## src/rtl/spi_tx_shifter.sv

```systemverilog
// spi_tx_shifter
//   Serialising stage that sits directly after the single-entry output FIFO.
//   It accepts one FWIDTH-bit byte over the FIFO's active-low
//   ready / loading / data-ready handshake. It then shifts the byte out
//   MSB-first as an SPI mode-0 master (SCLK idles low). At the same time it
//   captures MISO into a receive register.
//
// Handshake (active-low, both sides registered):
//   The block advertises SPITX_RcvrRdyN=0 while idle and enabled. A byte
//   transfers on the edge where SPITX_RcvrRdyN=0 and SPITX_DataRdyN=0 are
//   both sampled. The block then holds SPITX_RcvrLoadingN=0, which the FIFO
//   reports as Full, until the FIFO releases its entry (SPITX_DataRdyN
//   sampled 1). Only then does the shift start.
//
// Ports:
//   SPITX_Clk, SPITX_Rst     clock, synchronous active-high reset
//   SPITX_En                 gates advertising ready; never aborts a transfer
//   SPITX_Data_In            byte from FIFO, sampled only on the IDLE->LOAD edge
//   SPITX_DataRdyN           FIFO holds a byte (active-low)
//   SPITX_RcvrRdyN           block can accept a byte (active-low)
//   SPITX_RcvrLoadingN       byte captured, FIFO entry not yet released
//   SPITX_Sclk/Mosi/Miso/CsN SPI master pins
//   SPITX_RxData/RxValid     last received byte and its one-cycle strobe
//   SPITX_Busy               high in any state other than IDLE
module spi_tx_shifter #(
  parameter int FWIDTH = 8,
  parameter int CLKDIV = 2
) (
  input  logic              SPITX_Clk,
  input  logic              SPITX_Rst,
  input  logic              SPITX_En,
  input  logic [FWIDTH-1:0] SPITX_Data_In,
  input  logic              SPITX_DataRdyN,
  output logic              SPITX_RcvrRdyN,
  output logic              SPITX_RcvrLoadingN,
  output logic              SPITX_Sclk,
  output logic              SPITX_Mosi,
  input  logic              SPITX_Miso,
  output logic              SPITX_CsN,
  output logic [FWIDTH-1:0] SPITX_RxData,
  output logic              SPITX_RxValid,
  output logic              SPITX_Busy
);

  localparam int DIVW = $clog2(2 * CLKDIV);
  localparam int BW   = $clog2(FWIDTH + 1);

  localparam logic [DIVW-1:0] DIV_HALF = DIVW'(CLKDIV - 1);
  localparam logic [DIVW-1:0] DIV_FULL = DIVW'(2 * CLKDIV - 1);
  localparam logic [BW-1:0]   BIT_LAST = BW'(FWIDTH - 1);

  typedef enum logic [1:0] {
    S_IDLE  = 2'd0,
    S_LOAD  = 2'd1,
    S_SHIFT = 2'd2,
    S_DONE  = 2'd3
  } state_t;

  state_t            state_q, state_d;
  logic              rdy_n_q, rdy_n_d;
  logic              loading_n_q, loading_n_d;
  logic              cs_n_q, cs_n_d;
  logic              sclk_q, sclk_d;
  logic              mosi_q, mosi_d;
  logic [FWIDTH-1:0] shift_q, shift_d;
  logic [FWIDTH-1:0] rx_shift_q, rx_shift_d;
  logic [FWIDTH-1:0] rx_data_q, rx_data_d;
  logic              rx_valid_q, rx_valid_d;
  logic [DIVW-1:0]   div_q, div_d;
  logic [BW-1:0]     bit_q, bit_d;

  always_comb begin
    state_d     = state_q;
    rdy_n_d     = rdy_n_q;
    loading_n_d = loading_n_q;
    cs_n_d      = cs_n_q;
    sclk_d      = sclk_q;
    mosi_d      = mosi_q;
    shift_d     = shift_q;
    rx_shift_d  = rx_shift_q;
    rx_data_d   = rx_data_q;
    rx_valid_d  = 1'b0;
    div_d       = div_q;
    bit_d       = bit_q;

    case (state_q)
      S_IDLE: begin
        rdy_n_d = ~SPITX_En;
        if (!rdy_n_q && !SPITX_DataRdyN) begin
          shift_d     = SPITX_Data_In;
          rdy_n_d     = 1'b1;
          loading_n_d = 1'b0;
          state_d     = S_LOAD;
        end
      end

      S_LOAD: begin
        if (SPITX_DataRdyN) begin
          loading_n_d = 1'b1;
          cs_n_d      = 1'b0;
          mosi_d      = shift_q[FWIDTH-1];
          div_d       = '0;
          bit_d       = '0;
          state_d     = S_SHIFT;
        end
      end

      S_SHIFT: begin
        div_d = div_q + 1'b1;
        // Rising SCLK half-way through the bit: MISO is sampled here.
        if (div_q == DIV_HALF) begin
          sclk_d     = 1'b1;
          rx_shift_d = {rx_shift_q[FWIDTH-2:0], SPITX_Miso};
        end
        // Falling SCLK ends the bit. MOSI changes only here, so it is stable
        // across every rising edge.
        if (div_q == DIV_FULL) begin
          sclk_d = 1'b0;
          div_d  = '0;
          bit_d  = bit_q + 1'b1;
          if (bit_q == BIT_LAST) begin
            // The DONE-cycle outputs are registered on entry. CsN, Mosi,
            // RxData and RxValid are therefore already valid during the
            // single DONE cycle, and CsN is low for exactly the SHIFT length.
            cs_n_d     = 1'b1;
            mosi_d     = 1'b1;
            rx_data_d  = rx_shift_q;
            rx_valid_d = 1'b1;
            state_d    = S_DONE;
          end else begin
            shift_d = {shift_q[FWIDTH-2:0], 1'b0};
            mosi_d  = shift_q[FWIDTH-2];
          end
        end
      end

      S_DONE: begin
        // Ready is already asserted during the first IDLE cycle.
        rdy_n_d = ~SPITX_En;
        state_d = S_IDLE;
      end

      default: state_d = S_IDLE;
    endcase
  end

  always_ff @(posedge SPITX_Clk) begin
    if (SPITX_Rst) begin
      state_q     <= S_IDLE;
      rdy_n_q     <= 1'b1;
      loading_n_q <= 1'b1;
      cs_n_q      <= 1'b1;
      sclk_q      <= 1'b0;
      mosi_q      <= 1'b1;
      shift_q     <= '0;
      rx_shift_q  <= '0;
      rx_data_q   <= '0;
      rx_valid_q  <= 1'b0;
      div_q       <= '0;
      bit_q       <= '0;
    end else begin
      state_q     <= state_d;
      rdy_n_q     <= rdy_n_d;
      loading_n_q <= loading_n_d;
      cs_n_q      <= cs_n_d;
      sclk_q      <= sclk_d;
      mosi_q      <= mosi_d;
      shift_q     <= shift_d;
      rx_shift_q  <= rx_shift_d;
      rx_data_q   <= rx_data_d;
      rx_valid_q  <= rx_valid_d;
      div_q       <= div_d;
      bit_q       <= bit_d;
    end
  end

  assign SPITX_RcvrRdyN     = rdy_n_q;
  assign SPITX_RcvrLoadingN = loading_n_q;
  assign SPITX_CsN          = cs_n_q;
  assign SPITX_Sclk         = sclk_q;
  assign SPITX_Mosi         = mosi_q;
  assign SPITX_RxData       = rx_data_q;
  assign SPITX_RxValid      = rx_valid_q;
  assign SPITX_Busy         = (state_q != S_IDLE);

endmodule

```

## config.mk

```make
export PLATFORM = sky130hd
export DESIGN_NAME = spi_tx_shifter
export DESIGN_NICKNAME = d
export VERILOG_FILES = /design/src/rtl/spi_tx_shifter.sv
export SDC_FILE = /design/constraint.sdc
export NUM_CORES = 1
export LEC_CHECK = 0
export BUFFER_PORTS_ARGS = -buffer_cell sky130_fd_sc_hd__buf_2
export CAP_MARGIN = 25
export CORE_ASPECT_RATIO = 0.5
export CORE_UTILIZATION = 55
export DETAILED_ROUTE_END_ITERATION = 12
export GPL_ROUTABILITY_DRIVEN = 0
export HOLD_SLACK_MARGIN = 0.05
export PLACE_DENSITY = 0.87
export SLEW_MARGIN = 20
export SYNTH_ARGS = -nofsm -noshare
export SYNTH_HDL_FRONTEND = slang
export SYNTH_SLANG_ARGS = --single-unit
export TNS_END_PERCENT = 1
```

## constraint.sdc

```tcl
create_clock -name SPITX_Clk -period 4.3 [get_ports SPITX_Clk]
set_input_delay 0.215 -clock SPITX_Clk [delete_from_list [all_inputs] [get_ports SPITX_Clk]]
set_output_delay 0.215 -clock SPITX_Clk [all_outputs]
set_load 0.01 [all_outputs]
```

==> summary.md <==
| Metric | Value |
|---|---|
| Initial antenna violation count | 0 |
| CP Capture Type | flop |
| Most frequent cells in the layout | dfxtp_1 (38), buf_2 (27), mux2i_1 (17), nand2_1 (17), nor2_1 (14) |
| Crit path max fanout | 22 |
| Int Power | 0.641 mW |
| Predominant post-synthesis flop cell | dfxtp_1 |
| Ports | 28 |
| Cts hold-fix bufs | 0 |
| Sw power | 0.309 mW |
| M3 GR Usage | 6.69% |
| Sw Ratio | 32.5% |
| Final setup viols | 0 |
| WP data arrival | 2.51 ns |
| Crit path max-delay cell type | ha_1 |
| Vias in the first global route | 1291 |
| Maximum VDD drop | 0.000230 V |
| Most common cell after layout, fill and taps aside | dfxtp_1 |
| Synth area leader | dfxtp_1 |
| Post-synthesis net count | 213 |
| Row count | 14 |
| TritonCTS clock tree | yes |
| Top cells by area, synth | dfxtp_1 (42%), mux2i_1 (9.4%), ha_1 (5.5%), a21oi_1 (3.6%), nand2_1 (3.5%) |
| Worst Skew | 0.00448 ns |
| CP bufs+invs | 2 |
| Initial DRC Count | 74 |
| Clock power frac | 26.5% |
| Core area | 3070 um2 |
| Starting Density | 58.9% |
| Post-DP HPWL | 2350 um |
| CTS root buf | clkbuf_8 |
| Post-CTS Setup Repair Bufs | 0 |
| Busiest grt layer | met2 |
| CTS Buffer Depth | 2 |
| Share of cells above drive strength 1 | 22.7% |
| Worst Tran Pin Value | 0.668 ns |
| Input/output buffers | 27 |
| #FFs+latches synth | 38 |
| Area grow syn2layout | 11.6% |
| Comb power frac | 28.2% |
| Post-Syn Area | 1810 um2 |
| Status | finished, final reports clean |
| Sequential Power Share | 45.3% |
| CP Launch Point | state_q[0]$_SDFFE_PP0P_ |
| CP peak stage delay | 0.59 ns |
| Async S/R FF share, synth | 0% |
| Largest net degree at the start of global routing | 35 |
| DRC | 0 |
| Setup repair after global routing missed its margin | false |
| Gate Count Post-Synth | 192 |
| Synth top area share | 42.1% |
| Pins Over Slew Limit | 0 |
| Die Span Y | 42.5 um |
| CTS clk-pin slew, worst paths | 0.07 ns |
| WP data required | 4.48 ns |
| Final period util | 54.1% |
| PnR worst setup slack | 1.98 ns |
| # Max-Cap Violations | 0 |
| Pleak | 0.784 nW |
| Die Area | 3530 um2 |
| Synth Warn # | 0 |
| Largest delay share family, worst path | adder cells |
| First-pass GRT wire length | 5820 um |
| Final Net Count | 236 |
| Worst Hold Class | primary input to flop |
| Fillers | 237 |
| Slew headroom | 54.2% |
| Critical path class | flop to flop |
| Total CTS buffers | 5 |
| Wire per inst | 13.2 um |
| DR vias/cell | 5.58 |
| Fin Setup TNS | 0 ns |
| Total global-route track usage | 20.9% |
| Detail Route Antenna Nets | 0 |
| Vias | 1429 |
| Worst r2r src | state_q[0]$_SDFFE_PP0P_ |
| Syn Area/Cell | 9.40 um2 |
| Antenna diodes | 0 |
| Post-Route WL | 3390 um |
| Die width | 83.0 um |
| Htree depth | 2 |
| Post-CTS sizing | 0 |
| Drt pass-1 iters | 4 |
| Skew-Pair Late Insertion Delay | 0.29 ns |
| CP cell instances | inv_1, ha_1, buf_4, nand4b_1, o2111ai_2, nor3_1, a31o_2 |
| Hold Vio Cnt, Final | 0 |
| EDFF count, synth | 0 |
| Finished Core Util | 65.8% |
| Met1 Track Usage GR | 27.1% |
| Worst min-delay path startpoint | SPITX_Miso |
| Grt total ovfl | 0 |
| Maximum clock frequency | 430 MHz |
| Routing usage on met2 | 33.4% |
| Post-Place Setup Slack | 2.04 ns |
| Post-synthesis sequential area ratio | 42.1% |
| Yosys cell types | 45 |
| Power density cells | 472 nW/um2 |
| Crit path launch type | flop |
| Min Clock Period, post-route | 2.32 ns |
| CTS sink cnt | 38 |
-- flip-flops by register name (all words and copies together) (netlist names) --
register,count
state_q,2
SPITX_RcvrRdyN,1
rx_shift_q,8
shift_q,8
SPITX_RxData,8
SPITX_Mosi,1
div_q,2
SPITX_RxValid,1
bit_q,4
SPITX_RcvrLoadingN,1
SPITX_CsN,1
SPITX_Sclk,1
-- final cells by class --
cell class / count / area, um2 / area share, %
Sequential cell: 38 / 761 / 37.7
Clock inverter: 2 / 12.5 / 0.621
Multi-Input combinational cell: 136 / 945 / 46.9
Inverter: 6 / 22.5 / 1.12
Tap cell: 40 / 50.0 / 2.48
Timing Repair Buffer: 28 / 143 / 7.08
Clock buffer: 6 / 82.6 / 4.10
-- synthesized netlist by cell type, drive strengths merged, types with 2 or more instances --
cell	instances
inv	6
nand3b	2
a2bb2oi	2
nor3b	2
o21ai	6
xnor2	2
nor2b	4
or3	2
dfxtp	38
nor3	11
nand2	17
nor2	16
ha	8
nand3	10
o311ai	2
a21oi	13
mux2i	17
clkbuf	4
buf	8
nand2b	3
a31o	7
-- power groups by stage --
stage                     registers [mW]  logic, mW  clock network (mW)
after floorplan                    0.436      0.221                   0
after global placement             0.433      0.257                   0
after detailed placement           0.437      0.266                   0
after CTS                          0.429      0.268               0.261
after global routing               0.437      0.296               0.279
final                              0.431      0.268               0.252
-- final timing paths --
kind         cells past startpoint  slack (ns)                         end
max                              7        1.98     shift_q[5]$_SDFFE_PP0P_
min                              3        0.20  rx_shift_q[0]$_SDFFE_PP0P_
max reg2reg                      7        1.98     shift_q[5]$_SDFFE_PP0P_
min reg2reg                      2        0.46  rx_shift_q[7]$_SDFFE_PP0P_
-- kinds of logic (layout without fill, tap and decap cells) --
group           after synthesis  count (layout)  share of synthesized area (%)
simple gates                 71              71                           21.0
compound gates               38              38                           15.4
flops                        38              38                           42.1
buf+inv                      18              42                           5.54
mux                          17              17                           9.42
fa+ha+maj                     8               8                           5.54
xor+xnor                      2               2                          0.970
-- tightest hold or removal path, stage by stage --
cell and delay (ns):
buf_2 0.10, nand3_1 0.07, a21oi_1 0.06
-- routing by layer --
layer	routed length (um)	part of all wire [%]
met1	1690	50
met4	25	0.74
met3	137	4.0
met5	0	0
met2	1530	45
-- stage by stage --
stage,cell area (um2),instances,hold WS [ns],total power [mW]
final,2020,256,0.204,0.951
after floorplan,1810,192,0.375,0.657
after detailed placement,1920,248,0.454,0.703
after global routing,2020,256,0.211,1.01
after CTS,2020,256,0.200,0.958
after global placement,1920,248,0.441,0.690
(Power assumes the default switching activity.)
